===== src/rtl/mem_pkg.sv =====
// Shared definitions for the MEM-stage data memory initiator: access sizes and FSM states.
package mem_pkg;

    localparam logic [1:0] SZ_BYTE = 2'b00;
    localparam logic [1:0] SZ_HALF = 2'b01;
    localparam logic [1:0] SZ_WORD = 2'b10;

    typedef enum logic [2:0] {
        IDLE       = 3'd0,
        RD_ISSUE   = 3'd1,
        RD_CAPTURE = 3'd2,
        WR_ISSUE   = 3'd3,
        RELEASE    = 3'd4
    } state_t;

endpackage


===== src/rtl/mem_lane_align.sv =====
// Byte-lane steering for a little-endian 32-bit word: load extract/extend and store merge.
module mem_lane_align
    import mem_pkg::*;
(
    input  logic [31:0] rdata,
    input  logic [1:0]  byte_off,
    input  logic [1:0]  size,
    input  logic        sign_ext,
    input  logic [31:0] store_data,
    output logic [31:0] load_data,
    output logic [31:0] merged_data
);

    logic [4:0]  lane_shift;
    logic [31:0] shifted;
    logic [7:0]  lane_b;
    logic [15:0] lane_h;
    logic [31:0] lane_mask;
    logic [31:0] lane_ins;

    always_comb begin
        lane_shift = {byte_off, 3'b000};
        shifted    = rdata >> lane_shift;
        lane_b     = shifted[7:0];
        lane_h     = byte_off[1] ? rdata[31:16] : rdata[15:0];
        load_data  = rdata;
        lane_mask  = 32'h0000_0000;
        lane_ins   = 32'h0000_0000;

        case (size)
            SZ_BYTE: begin
                load_data = {{24{sign_ext & lane_b[7]}}, lane_b};
                lane_mask = 32'h0000_00FF << lane_shift;
                lane_ins  = {24'h00_0000, store_data[7:0]} << lane_shift;
            end
            SZ_HALF: begin
                // Half accesses ignore byte_off[0]; alignment is checked upstream.
                load_data = {{16{sign_ext & lane_h[15]}}, lane_h};
                lane_mask = byte_off[1] ? 32'hFFFF_0000 : 32'h0000_FFFF;
                lane_ins  = byte_off[1] ? {store_data[15:0], 16'h0000}
                                        : {16'h0000, store_data[15:0]};
            end
            default: begin
                load_data = rdata;
            end
        endcase

        merged_data = (size == SZ_BYTE || size == SZ_HALF)
                    ? ((rdata & ~lane_mask) | lane_ins)
                    : store_data;
    end

endmodule


===== src/rtl/mem_access_unit.sv =====
// MEM-stage initiator: sequences strobed reads/writes to word memory, with sub-word RMW stores.
//
// state      | meaning
// IDLE       | waiting for a load/store request; Stall follows the request
// RD_ISSUE   | MemRead held high, READ_LAT-cycle down-counter running
// RD_CAPTURE | MemRead low; Readdata extracted (load) or merged (sub-word store)
// WR_ISSUE   | MemWrite high for one cycle with the final word
// RELEASE    | strobes low, Done pulse (AccessFault if rejected), pipeline released
module mem_access_unit
    import mem_pkg::*;
#(
    parameter int ADDR_W    = 32,
    parameter int DATA_W    = 32,
    parameter int MEM_WORDS = 65,
    parameter int READ_LAT  = 1
) (
    input  logic              clk,
    input  logic              reset,
    input  logic              ReqValid,
    input  logic              IsLoad,
    input  logic              IsStore,
    input  logic [1:0]        Size,
    input  logic              SignExt,
    input  logic [ADDR_W-1:0] ByteAddr,
    input  logic [DATA_W-1:0] StoreData,
    output logic              Stall,
    output logic              Done,
    output logic [DATA_W-1:0] LoadData,
    output logic              AccessFault,
    output logic [ADDR_W-1:0] Address,
    output logic [DATA_W-1:0] Writedata,
    output logic              MemRead,
    output logic              MemWrite,
    input  logic [DATA_W-1:0] Readdata
);

    localparam int CNT_W = (READ_LAT < 2) ? 1 : $clog2(READ_LAT + 1);
    localparam logic [CNT_W-1:0] LAT_LOAD = CNT_W'(READ_LAT - 1);

    state_t state, state_nxt;

    logic              req;
    logic              is_word;
    logic              fault_now;
    logic [ADDR_W-1:0] word_idx;
    logic [CNT_W-1:0]  lat_cnt;

    logic [1:0]        addr_lo_q;
    logic [1:0]        size_q;
    logic              sign_q;
    logic              is_load_q;
    logic [DATA_W-1:0] store_q;

    logic [DATA_W-1:0] ext_load;
    logic [DATA_W-1:0] merged;

    mem_lane_align u_align (
        .rdata       (Readdata),
        .byte_off    (addr_lo_q),
        .size        (size_q),
        .sign_ext    (sign_q),
        .store_data  (store_q),
        .load_data   (ext_load),
        .merged_data (merged)
    );

    always_comb begin
        req       = ReqValid & (IsLoad | IsStore);
        is_word   = (Size != SZ_BYTE) && (Size != SZ_HALF);
        word_idx  = ByteAddr >> 2;
        fault_now = (IsLoad & IsStore)
                  | ((Size == SZ_HALF) & ByteAddr[0])
                  | (is_word & (ByteAddr[1:0] != 2'b00))
                  | (word_idx >= ADDR_W'(MEM_WORDS));
        Stall     = ((state == IDLE) & req)
                  | (state == RD_ISSUE) | (state == RD_CAPTURE) | (state == WR_ISSUE);
    end

    always_comb begin
        state_nxt = state;
        case (state)
            IDLE: begin
                if (req) begin
                    if (fault_now)
                        state_nxt = RELEASE;
                    else if (IsLoad || !is_word)
                        state_nxt = RD_ISSUE;
                    else
                        state_nxt = WR_ISSUE;
                end
            end
            RD_ISSUE:   if (lat_cnt == '0) state_nxt = RD_CAPTURE;
            RD_CAPTURE: state_nxt = is_load_q ? RELEASE : WR_ISSUE;
            WR_ISSUE:   state_nxt = RELEASE;
            RELEASE:    state_nxt = IDLE;
            default:    state_nxt = IDLE;
        endcase
    end

    always_ff @(posedge clk) begin
        if (reset) begin
            state       <= IDLE;
            MemRead     <= 1'b0;
            MemWrite    <= 1'b0;
            Done        <= 1'b0;
            AccessFault <= 1'b0;
            Address     <= '0;
            Writedata   <= '0;
            LoadData    <= '0;
            lat_cnt     <= '0;
            addr_lo_q   <= 2'b00;
            size_q      <= SZ_BYTE;
            sign_q      <= 1'b0;
            is_load_q   <= 1'b0;
            store_q     <= '0;
        end else begin
            state       <= state_nxt;
            MemRead     <= (state_nxt == RD_ISSUE);
            MemWrite    <= (state_nxt == WR_ISSUE);
            Done        <= (state_nxt == RELEASE);
            // Only a rejected request goes straight from IDLE to RELEASE.
            AccessFault <= (state == IDLE) && (state_nxt == RELEASE);

            if (state == IDLE)
                lat_cnt <= LAT_LOAD;
            else if (state == RD_ISSUE && lat_cnt != '0)
                lat_cnt <= lat_cnt - 1'b1;

            if (state == IDLE && req) begin
                Address   <= word_idx;
                addr_lo_q <= ByteAddr[1:0];
                size_q    <= Size;
                sign_q    <= SignExt;
                is_load_q <= IsLoad;
                store_q   <= StoreData;
            end

            if (state_nxt == WR_ISSUE)
                Writedata <= (state == IDLE) ? StoreData : merged;

            if (state == RD_CAPTURE && is_load_q)
                LoadData <= ext_load;
        end
    end

endmodule


===== config.mk =====
export PLATFORM = sky130hd
export DESIGN_NAME = mem_access_unit
export DESIGN_NICKNAME = d
export VERILOG_FILES = /design/src/rtl/mem_pkg.sv /design/src/rtl/mem_lane_align.sv /design/src/rtl/mem_access_unit.sv
export SDC_FILE = /design/constraint.sdc
export NUM_CORES = 1
export LEC_CHECK = 0
export CAP_MARGIN = 20
export CORE_MARGIN = 2
export CORE_UTILIZATION = 47
export DETAILED_ROUTE_END_ITERATION = 10
export HOLD_SLACK_MARGIN = 0.02
export PLACE_DENSITY_LB_ADDON = 0.08
export SYNTH_ARGS = -nofsm -noshare
export SYNTH_HDL_FRONTEND = slang
export SYNTH_SLANG_ARGS = --single-unit

===== constraint.sdc =====
create_clock -name clk -period 2.2 [get_ports clk]
set_input_delay 0.44 -clock clk [delete_from_list [all_inputs] [get_ports clk]]
set_output_delay 0.44 -clock clk [all_outputs]
set_load 0.02 [all_outputs]

# Word level (Yosys, flattened, before mapping)

Cells that the tools add are included.

Bits in registers: 140
Bits of input ports: 104
Output and inout port bits: 101
Logic and storage cells: 72

Add/sub/neg operators: 1
$lt $le $gt $ge: 1
Equality and inequality tests: 9
Shift operators: 3
Multiplexer cells: 14
Bitwise logic cells: 17
Reduce and logical (&&, ||, !) cells: 13

Operator list:

| cell                                                 | count |
|---|---|
| case mux 32 bit (2 select lines)                     | 3 |
| 2-to-1 mux 32 bit                                    | 4 |
| AND 32 bit                                           | 1 |
| inverter 32 bit                                      | 1 |
| OR 32 bit                                            | 1 |
| left shift 8 x 5 -> 32 bit                           | 1 |
| left shift 8 x 5 -> 32 bit, first input constant     | 1 |
| right shift 32 x 5 -> 8 bit                          | 1 |
| >= comparator 30 x 7 -> 1 bit, second input constant | 1 |
| 2-to-1 mux 16 bit                                    | 1 |
| 2-to-1 mux 3 bit                                     | 4 |
| case mux 3 bit (4 select lines)                      | 1 |
| equality test 3 x 2 -> 1 bit, second input constant  | 3 |
| AND 1 bit                                            | 7 |
| OR 1 bit                                             | 7 |
| equality test 3 x 1 -> 1 bit, second input constant  | 2 |
| logical AND 1 bit                                    | 5 |
| equality test 2 x 1 -> 1 bit, second input constant  | 2 |
| nonzero test 2 bit                                   | 2 |
| equality test 3 bit, second input constant           | 1 |
| zero test 3 bit                                      | 1 |
| zero test 2 bit                                      | 1 |
| logical OR 1 bit                                     | 2 |
| 2-to-1 mux 2 bit                                     | 1 |
| 4 further kinds                                      | 4 |

# Logic depth before layout (Yosys ltp)

Gate-level depths: netlist (run 1).

Word-level depth: 10
Depth in mapped cells: 8
Mapped depth without buffers: 5

# By module

From an unflattened synthesis (run 1), not the netlist that was laid out.

Cells, all modules: 898
Area, all modules: 7190.6 µm²

Modules (own cells, without submodules):

| module          | times used | cells an instance | area each (µm²) |
|---|---|---|---|
| mem_access_unit | 1          | 640               | 5575.3 |
| mem_lane_align  | 1          | 258               | 1615.3 |

# Worst setup path after synthesis (run 1)

No wires, ideal clock.

Path type: input -> register
Start point: in ByteAddr[2]
End point: reg Writedata[10]
Setup time: 0.120 ns
Arrival: 1.928 ns
Slack: 0.153 ns
Cell stages on the path: 6
Path buffers: 1
Cell sequence: or4_1 o31a_1 nor4_4 a21oi_2 buf_6 mux2i_1

Word-level cells in the longest chain between the ends: 6

RTL lines:

| element                         | RTL line               | source |
|---|---|---|
| start: declaration              | mem_access_unit.sv:24  | `input logic [ADDR_W-1:0] ByteAddr,` |
| >= comparator 30 x 7 -> 1 bit   | mem_access_unit.sv:74  | `\| (word_idx >= ADDR_W'(MEM_WORDS));` |
| OR 1 bit                        | mem_access_unit.sv:74  |  |
| 2-to-1 mux 3 bit                | mem_access_unit.sv:84  | `if (fault_now)` |
| 2-to-1 mux 3 bit                | mem_access_unit.sv:83  | `if (req) begin` |
| case mux 3 bit (4 select lines) | mem_access_unit.sv:81  | `case (state)` |
| equality test 3 x 2 -> 1 bit    | mem_access_unit.sv:138 | `if (state_nxt == WR_ISSUE)` |
| end signal: assignment          | mem_access_unit.sv:139 | `Writedata <= (state == IDLE) ? StoreData : merged;` |
| end: declaration                | mem_access_unit.sv:31  | `output logic [DATA_W-1:0] Writedata,` |

No other way between the ends.
A chain may end at the register's enable or synchronous reset.

# Worst setup path after layout (run 1)

Start point: in ByteAddr[12]
End point: reg MemRead

Word-level cells in the longest chain between the ends: 6

RTL lines:

| element                         | RTL line               | source |
|---|---|---|
| >= comparator 30 x 7 -> 1 bit   | mem_access_unit.sv:74  |  |
| OR 1 bit                        | mem_access_unit.sv:74  |  |
| 2-to-1 mux 3 bit                | mem_access_unit.sv:84  |  |
| 2-to-1 mux 3 bit                | mem_access_unit.sv:83  |  |
| case mux 3 bit (4 select lines) | mem_access_unit.sv:81  |  |
| equality test 3 x 1 -> 1 bit    | mem_access_unit.sv:118 | `MemRead <= (state_nxt == RD_ISSUE);` |
| end signal: assignment          | mem_access_unit.sv:118 |  |
| end: declaration                | mem_access_unit.sv:32  | `output logic MemRead,` |

No other way between the ends.

==> impl_metrics.csv, run 1 <==
group,metric,value,unit
route,wl_per_cell,18.1,um
yosys,synth_top_area_cell,"dfxtp_1",
clocking,cts_sinks,140,
global_route,grt_pass1_vias,6500,
route,wl,21.8,mm
placed_design,io_buffers,202,
worst_hold_path,min_path_type,"input pin to flip-flop",
floorplan,die_x,123,um
global_route,antenna_found_initial,0,
cells_and_area,layout.nets,1114,
sta,tns,0,ns
yosys,synth_top_area_share,42.3,%
placed_design,gp_congestion,0.873,
route,vias,6855,
sta,min_period,2.19,ns
yosys,avgSynthCellArea,8.14,um2
yosys,syn_inst,814,
sta,finClkSkew,0.00622,ns
route,drc,0,
cells_and_area,drive_gt1_share,10.4,%
cells_and_area,syn_to_final_growth,45.7,%
sta,finalSetupViolCount,0,
sta,rsz0062_at_grt,"true",
floorplan,dieArea,15100,um2
yosys,ys_types,47,
floorplan,initial_core_util,47.9,%
sta,maxSlewViolCount,0,
pwr,finalPower,6430,uW
yosys,yosysWarnings,0,
worst_setup_path,crit_type,"input pin to flip-flop",
cells_and_area,diodes,0,
worst_setup_path,arrival,2.51,ns
clocking,h-tree-depth,4,
floorplan,boundaryPins,205,
yosys,yosysSeqAreaShare,42.3,%
floorplan,coreArea,13800,um2
yosys,synthArstFlopShare,0,%
job,drv_cap,0,
clocking,cts_tree,"yes",
global_route,grt_overflow_total,0,
clocking,cts-root-buf,"clkbuf_16",
pwr,power_leakage,0.00368,uW
yosys,synth_enable_flop_cells,0,
worst_setup_path,end_kind,"flip-flop",
clocking,clk_latency,0.42,ns
global_route,grt_util_all_layers,28.7,%
floorplan,rows,43,
yosys,yosysMostFrequentCell,"nand2_1",
route,first_pass_iters,5,
yosys,syn_area,6630,um2
global_route,grt_max_degree,69,
global_route,grt_first_pass_wirelength,33.3,mm
clocking,cts.path.max_buffers,2,
sta,max_freq,457,MHz
sta,tightest_slew,0.788,ns
placed_design,hpwl,15.4,mm
route,vias_per_cell,5.70,
route,drt_iter0_drc,599,
pwr,powerDensity,666,nW/um2
sta,slew_headroom,47.3,%
route,postRouteAntennaNets,0,
yosys,ys_ff_latch,140,
run_status,status,"finished clean",
pwr,vdd_drop_max,0.000448,V
clocking,hold_buffers,0,
worst_setup_path,worstPathRequired,2.52,ns
yosys,ys_top_cells_by_count,"162 x nand2_1, 140 x dfxtp_1, 93 x a21oi_1, 63 x nor2_1, 56 x clkbuf_1",
worst_setup_path,cp-start-kind,"input pin",
floorplan,die_h,123,um
sta,fin_crit_sh,99.4,%
worst_setup_path,cp_max_fo,5,
yosys,synth_ff_type,"dfxtp_1",
yosys,yosys-top-cells-area,"dfxtp_1 42%, nand2_1 9.2%, a21oi_1 7.0%",
clocking,cts_made_buffers,17,
sta,hold_viol_final,0,
clocking,clkTransAtPathRegs,0.06,ns
==> metal layers <==
metal  vias up  routed length (um)  part of all wire, %  global-route usage [%]
met5         -                   0                    0                       0
li1       3276                   -                    -                       -
met2       351                9790                   45                    43.4
met4         0                 704                  3.2                    13.1
met3        51                2100                  9.7                    6.92
met1      3177                9160                   42                    38.7
==> kinds of logic after synthesis <==
family / count (synthesis) / share of synthesized area [%]
buffers and inverters: 87 / 5.53
and+or+nand+nor: 296 / 20.4
other: 1 / 0.0566
muxes: 41 / 6.38
DFF: 140 / 42.3
AOI/OAI and AO/OA: 249 / 25.3
==> critical path: stages <==
cell and delay, ns:
clkdlybuf4s50_1 0.43, nor4_1 0.34, nand4_1 0.26, nor4_4 0.31, buf_4 0.17, buf_6 0.11
buf_6 0.13, a21oi_4 0.06, nor4_2 0.26
==> cells in the final DEF, fill, tap and decap left out, drive strengths merged, types with 24 or more instances in the layout <==
| master | n |
|---|---|
| nand2b | 29 |
| a211oi | 48 |
| a211o | 24 |
| a21oi | 96 |
| mux2i | 40 |
| nor2 | 63 |
| nand2 | 162 |
| buf | 47 |
| clkdlybuf4s50 | 196 |
| dfxtp | 140 |
| clkbuf | 30 |
| a22oi | 24 |
==> stage by stage <==
stage	util, %	area, um2	hold slack (ns)	setup WS (ns)	std cells
5_1_grt	69.8	9650	0.274	-0.0467	1203
6_report	69.8	9650	0.268	0.0130	1203
2_1_floorplan	-	6630	0.431	0.153	815
4_1_cts	69.2	9560	0.409	0.00357	1198
3_3_place_gp	64.6	8930	0.437	-0.440	1163
3_5_place_dp	64.6	8930	0.444	-0.549	1163
==> power breakdown <==
part	leakage [uW]	internal (uW)	switching [uW]
registers	0.00114	2610	64.1
clock network	0.000280	1730	1050
logic	0.00226	460	514
==> worst paths after layout <==
| kind | slack (ns) | depth (start not counted) | to | start |
|---|---|---|---|---|
| worst min register to register | 0.45 | 2 | Address[11]$_SDFFE_PP0P_ | Address[11]$_SDFFE_PP0P_ |
| worst max register to register | 0.18 | 5 | Writedata[0]$_SDFFE_PP0N_ | size_q[0]$_SDFFE_PP0P_ |
| worst max-delay path | 0.01 | 9 | MemRead$_SDFF_PP0_ | ByteAddr[12] |
| worst min-delay path | 0.27 | 3 | Address[2]$_SDFFE_PP0P_ | ByteAddr[4] |
==> repair_timing <==
| action | in CTS | in global routing |
|---|---|---|
| resized for setup | 10 | 17 |
| buffers inserted | 3 | 3 |
| setup endpoints to repair | 33 | 31 |
| pin swaps | 2 | 12 |
| cloned | 0 | 2 |
==> state kept, by name, summed over array words and instances (netlist names) <==
name and cells:
AccessFault 1, Address 30, Done 1, LoadData 32, MemRead 1, MemWrite 1
Writedata 32, addr_lo_q 2, is_load_q 1, lat_cnt 1, sign_q 1, size_q 2
state 3, store_q 32
==> layout make-up <==
cell class | instances | area (um2)
fillers | 1075 | 4170
repair buffers | 248 | 2430
well taps | 180 | 225
flip-flops and latches | 140 | 2810
multi-input cells | 590 | 3560
inverters | 13 | 48.8
clock buffers | 27 | 523
clock inverters | 5 | 55.1
Note: power is estimated with default switching activity, not from simulation.
==> run 2, diff against run 1 <==
- clock period: 2.2 -> 2.45 ns (I/O delays scaled with it)
==> run 2 against run 1 <==
Against the previous run:
- sequential share of layout area increased by 0.68 points
- register-to-register slack improved by 0.04 ns
- sequential cell count unchanged
- non-clock buffer count decreased by 14
- critical endpoint is now Writedata[23]$_SDFFE_PP0N_
- cell count decreased by 1.3%
==> impl_metrics.csv, run 2 (synthesis results as in run 1) <==
group,metric,value,unit
run_status,status,"finished clean",
route,postRouteAntennaNets,0,
floorplan,rows,43,
worst_setup_path,rr_worst_depth,5,
cells_and_area,final_cell_mix,"200 x clkdlybuf4s50_1, 162 x nand2_1, 138 x dfxtp_1",
worst_hold_path,hp-start,"reset",
clocking,clk_latency,0.42,ns
clocking,cts_setup_buffers,0,
placed_design,hpwl,15.5,mm
route,first_pass_iters,5,
route,drc,0,
worst_hold_path,min_path_type,"input pin to flip-flop",
sta,tightest_slew,1.08,ns
clocking,h-tree-depth,4,
worst_setup_path,worstPathRequired,2.74,ns
floorplan,boundaryPins,205,
cells_and_area,final_common_cell,"clkdlybuf4s50_1",
worst_setup_path,cp_max_fo,12,
cells_and_area,seq_area,2810,um2
floorplan,dieArea,15100,um2
clocking,clkTransAtPathRegs,0.06,ns
worst_setup_path,r2r_setup_slack,0.22,ns
cells_and_area,layout.nets,1098,
sta,fin_crit_sh,96.2,%
cells_and_area,fin_util,68.2,%
job,drv_cap,0,
route,vias_per_cell,5.68,
route,wl_per_cell,17.9,um
floorplan,die_x,123,um
global_route,antenna_found_initial,0,
worst_setup_path,rr_endpoint,"Writedata[1]$_SDFFE_PP0N_",
route,vias,6747,
worst_setup_path,arrival,2.64,ns
sta,slew_headroom,27.6,%
floorplan,die_h,123,um
cells_and_area,diodes,0,
placed_design,io_buffers,202,
floorplan,coreArea,13800,um2
clocking,cts_tree,"yes",
placed_design,gp_congestion,0.910,
global_route,grt_max_degree,76,
sta,maxSlewViolCount,0,
pwr,vdd_drop_max,0.000457,V
cells_and_area,nFillCells,1124,
sta,finalSetupViolCount,0,
sta,finClkSkew,0.00780,ns
global_route,grt_overflow_total,0,
worst_setup_path,startpoint,"ByteAddr[2]",
sta,min_period,2.36,ns
worst_setup_path,endpoint,"Writedata[23]$_SDFFE_PP0N_",
sta,rsz0062_at_grt,"false",
clocking,cts_sinks,140,
global_route,grt_pass1_vias,6379,
clocking,cts-root-buf,"clkbuf_16",
route,wl,21.3,mm
clocking,cts.path.max_buffers,2,
floorplan,initial_core_util,47.9,%
cells_and_area,drive_gt1_share,8.14,%
cells_and_area,syn_to_final_growth,42.4,%
worst_setup_path,crit_type,"input pin to flip-flop",
route,drt_iter0_drc,650,
global_route,grt_util_all_layers,27.9,%
pwr,power_leakage,0.00357,uW
worst_setup_path,cp-start-kind,"input pin",
global_route,grt_first_pass_wirelength,32.5,mm
sta,max_freq,424,MHz
cells_and_area,largestRegisters,"LoadData (32), Writedata (32), store_q (32)",
sta,tns,0,ns
sta,hold_viol_final,0,
pwr,powerDensity,607,nW/um2
clocking,cts_made_buffers,17,
worst_setup_path,end_kind,"flip-flop",
clocking,hold_buffers,0,
worst_setup_path,worstReg2RegStart,"state[1]$_SDFF_PP0_",
cells_and_area,multiInputGateArea,3480,um2
[run 2: changes by cell type in the layout (fill, tap and decap cells not counted), moves of 3 or more]
cell and delta:
clkbuf_2 -3, clkbuf_1 -3, buf_4 -9, buf_12 -3, clkdlybuf4s50_1 +4
[run 2: through the flow]
step	setup slack (ns)	instances	hold slack [ns]	total power, uW	instance area [um2]
after global placement	-0.244	1155	0.436	3280	8860
after detailed placement	-0.400	1155	0.441	3300	8860
after CTS	0.0210	1187	0.425	5740	9430
after global routing	0.00668	1187	0.448	5910	9430
after floorplan	0.353	815	0.431	2880	6630
final	0.0925	1187	0.434	5730	9430
[run 2: worst max-delay path, cell delays in order]
cell	delay, ns
clkdlybuf4s50_1	0.41
or4_1	0.52
o31a_1	0.33
nor4_4	0.25
buf_4	0.25
a21o_1	0.27
a211oi_1	0.12
[run 2: what timing repair did]
item,in CTS,in global routing
gates resized for setup,1,2
endpoints found under the setup margin,1,24
hold endpoints to repair,0,0
gates cloned,0,0
[run 2: per-layer routing]
layer	share of wire (%)	up-vias	GRT usage, %
met5	0	-	0
met4	2.3	0	10.1
met3	8.5	38	6.55
met2	46	310	43.3
met1	43	3164	37.8
li1	-	3235	-
[run 2: how the worst min path moves through the flow]
stage / endpoint / slack, ns / cells after the start
after floorplan: store_q[24]$_SDFFE_PP0P_ / 0.43 / 2
after global routing: Writedata[14]$_SDFFE_PP0N_ / 0.45 / 3
after global placement: store_q[29]$_SDFFE_PP0P_ / 0.44 / 2
final: Writedata[14]$_SDFFE_PP0N_ / 0.43 / 3
after detailed placement: store_q[25]$_SDFFE_PP0P_ / 0.44 / 2
after CTS: Writedata[14]$_SDFFE_PP0N_ / 0.42 / 3
[run 2: layout make-up]
type                            instances  area share, %
Tap cell                              180           2.39
Multi-Input combinational cell        588           36.9
Clock inverter                         10          0.955
Clock buffer                           22           5.13
Sequential cell                       140           29.7
Timing Repair Buffer                  234           24.3
Inverter                               13          0.517
[run 2: report_power, final]
group | internal, uW | switching, uW | leakage (uW)
sequential | 2340 | 62.1 | 0.00114
combinational | 405 | 450 | 0.00216
clock | 1500 | 966 | 0.000278
==> run 3, diff against run 2 <==
- PLACE_DENSITY: not set -> 0.91
- PLACE_DENSITY_LB_ADDON: 0.08 -> not set
==> run 3 against run 2 <==
Against the previous run:
- via count rose by 2.2%
- wire length increased by 2.4%
- setup slack improved by 0.085 ns
- utilization rose by 0.57 points
- critical path depth up 1
- fmax increased by 3.7%
- sequential power hardly changed
- combinational power is 0.7% higher
- die area unchanged
- sequential cell count did not move
- non-clock buffer count is 3 higher
==> impl_metrics.csv, run 3 (synthesis results as in run 1) <==
group,metric,value,unit
run_status,status,"finished clean",
sta,rsz0062_at_grt,"false",
route,drc,0,
sta,max_freq,440,MHz
sta,min_period,2.27,ns
cells_and_area,diodes,0,
cells_and_area,layout.nets,1101,
route,wl,21.8,mm
placed_design,hpwl,15.4,mm
worst_setup_path,worstPathRequired,2.77,ns
clocking,cts_setup_buffers,0,
sta,maxSlewViolCount,0,
clocking,cts-root-buf,"clkbuf_16",
cells_and_area,final_cell_mix,"200 x clkdlybuf4s50_1, 162 x nand2_1, 139 x dfxtp_1",
clocking,clk_latency,0.43,ns
placed_design,io_buffers,202,
global_route,grt_first_pass_wirelength,33.5,mm
clocking,clkTransAtPathRegs,0.05,ns
pwr,vdd_drop_max,0.000449,V
worst_setup_path,cp_max_fo,8,
route,drt_iter0_drc,568,
worst_setup_path,crit_type,"input pin to flip-flop",
global_route,grt_util_all_layers,28.9,%
cells_and_area,fin_util,68.8,%
global_route,grt_overflow_total,0,
clocking,cts_tree,"yes",
worst_setup_path,path_buf_inv,3,
route,postRouteAntennaNets,0,
worst_setup_path,max_stage_delay,0.51,ns
pwr,power_leakage,0.00363,uW
cells_and_area,final_common_cell,"clkdlybuf4s50_1",
global_route,antenna_found_initial,0,
floorplan,coreArea,13800,um2
clocking,cts_sinks,140,
sta,hold_viol_final,0,
cells_and_area,syn_to_final_growth,43.6,%
global_route,grt_use_met1,35.0,%
cells_and_area,largestRegisters,"LoadData (32), Writedata (32), store_q (32)",
route,vias_per_cell,5.79,
floorplan,die_h,123,um
route,vias,6895,
global_route,grt-busiest-layer,"met2",
global_route,met3_usage,9.20,%
worst_setup_path,crit_family,"buffers and inverters",
worst_setup_path,cp-start-kind,"input pin",
pwr,powerDensity,616,nW/um2
worst_setup_path,path_cells,"clkdlybuf4s50_1 -> or4_1 -> o31a_1 -> nor4_4 -> buf_4 -> buf_4 -> a211oi_1 -> a211oi_1",
job,drv_cap,0,
sta,finalSetupViolCount,0,
floorplan,die_x,123,um
clocking,cts_resized,0,
global_route,grt_max_degree,69,
clocking,cts_made_buffers,17,
placed_design,gp_congestion,0.882,
sta,tns,0,ns
clocking,hold_buffers,0,
floorplan,initial_core_util,47.9,%
cells_and_area,nFillCells,1025,
clocking,h-tree-depth,4,
floorplan,boundaryPins,205,
worst_hold_path,min_path_type,"flip-flop to flip-flop",
sta,slew_headroom,53.4,%
cells_and_area,drive_gt1_share,8.12,%
route,wl_per_cell,18.3,um
route,first_pass_iters,5,
global_route,grt_pass1_vias,6573,
worst_setup_path,r2r_setup_slack,0.24,ns
global_route,grt_use_met2,46.0,%
sta,tightest_slew,0.695,ns
worst_setup_path,end_kind,"flip-flop",
clocking,cts.path.max_buffers,2,
worst_setup_path,cp_slowest_cell,"or4_1",
sta,finClkSkew,0.0114,ns
floorplan,dieArea,15100,um2
worst_setup_path,arrival,2.59,ns
sta,fin_crit_sh,92.8,%
floorplan,rows,43,
==> run 3: tightest hold or removal path, cell delays in order (launching register included) <==
cell     delay [ns]
dfxtp_1        0.30
nand2_1        0.05
a21oi_1        0.05
==> run 3: final timing paths <==
| kind | from | endpoint | depth (start not counted) |
|---|---|---|---|
| setup reg to reg | state[0]$_SDFF_PP0_ | Writedata[24]$_SDFFE_PP0N_ | 5 |
| setup / recovery | ByteAddr[2] | Writedata[22]$_SDFFE_PP0N_ | 8 |
| hold / removal | store_q[28]$_SDFFE_PP0P_ | store_q[28]$_SDFFE_PP0P_ | 2 |
| hold reg to reg | store_q[28]$_SDFFE_PP0P_ | store_q[28]$_SDFFE_PP0P_ | 2 |
==> run 3: routing by layer <==
layer  wire, um  share of wire, %  vias up
met4        903               4.1        0
li1           -                 -     3246
met1       8520                39     3216
met5          0                 0        -
met2      10100                46      355
met3       2310                11       78
==> run 3: final cells by class <==
| cell class | count | area [um2] | area share (%) |
|---|---|---|---|
| Clock buffer | 25 | 505 | 5.31 |
| Clock inverter | 7 | 85.1 | 0.895 |
| Sequential cell | 140 | 2800 | 29.5 |
| Multi-Input combinational cell | 588 | 3480 | 36.6 |
| Tap cell | 180 | 225 | 2.37 |
| Timing Repair Buffer | 237 | 2360 | 24.8 |
| Inverter | 13 | 48.8 | 0.513 |
==> run 3: report_power, final <==
group	total, uW	leakage, uW	switching [uW]	internal (uW)
combinational	861	0.00220	452	409
sequential	2410	0.00114	62.2	2340
clock	2590	0.000297	967	1630
==> run 3: through the flow <==
step / hold slack, ns / worst slack (ns) / total power, uW / cells / area, um2
after floorplan: 0.431 / 0.353 / 2880 / 815 / 6630
after global placement: 0.436 / -0.165 / 3270 / 1158 / 8920
after detailed placement: 0.442 / -0.218 / 3290 / 1158 / 8920
after CTS: 0.450 / 0.0221 / 5850 / 1190 / 9510
after global routing: 0.466 / 0.0308 / 6030 / 1190 / 9510
final: 0.448 / 0.177 / 5860 / 1190 / 9510
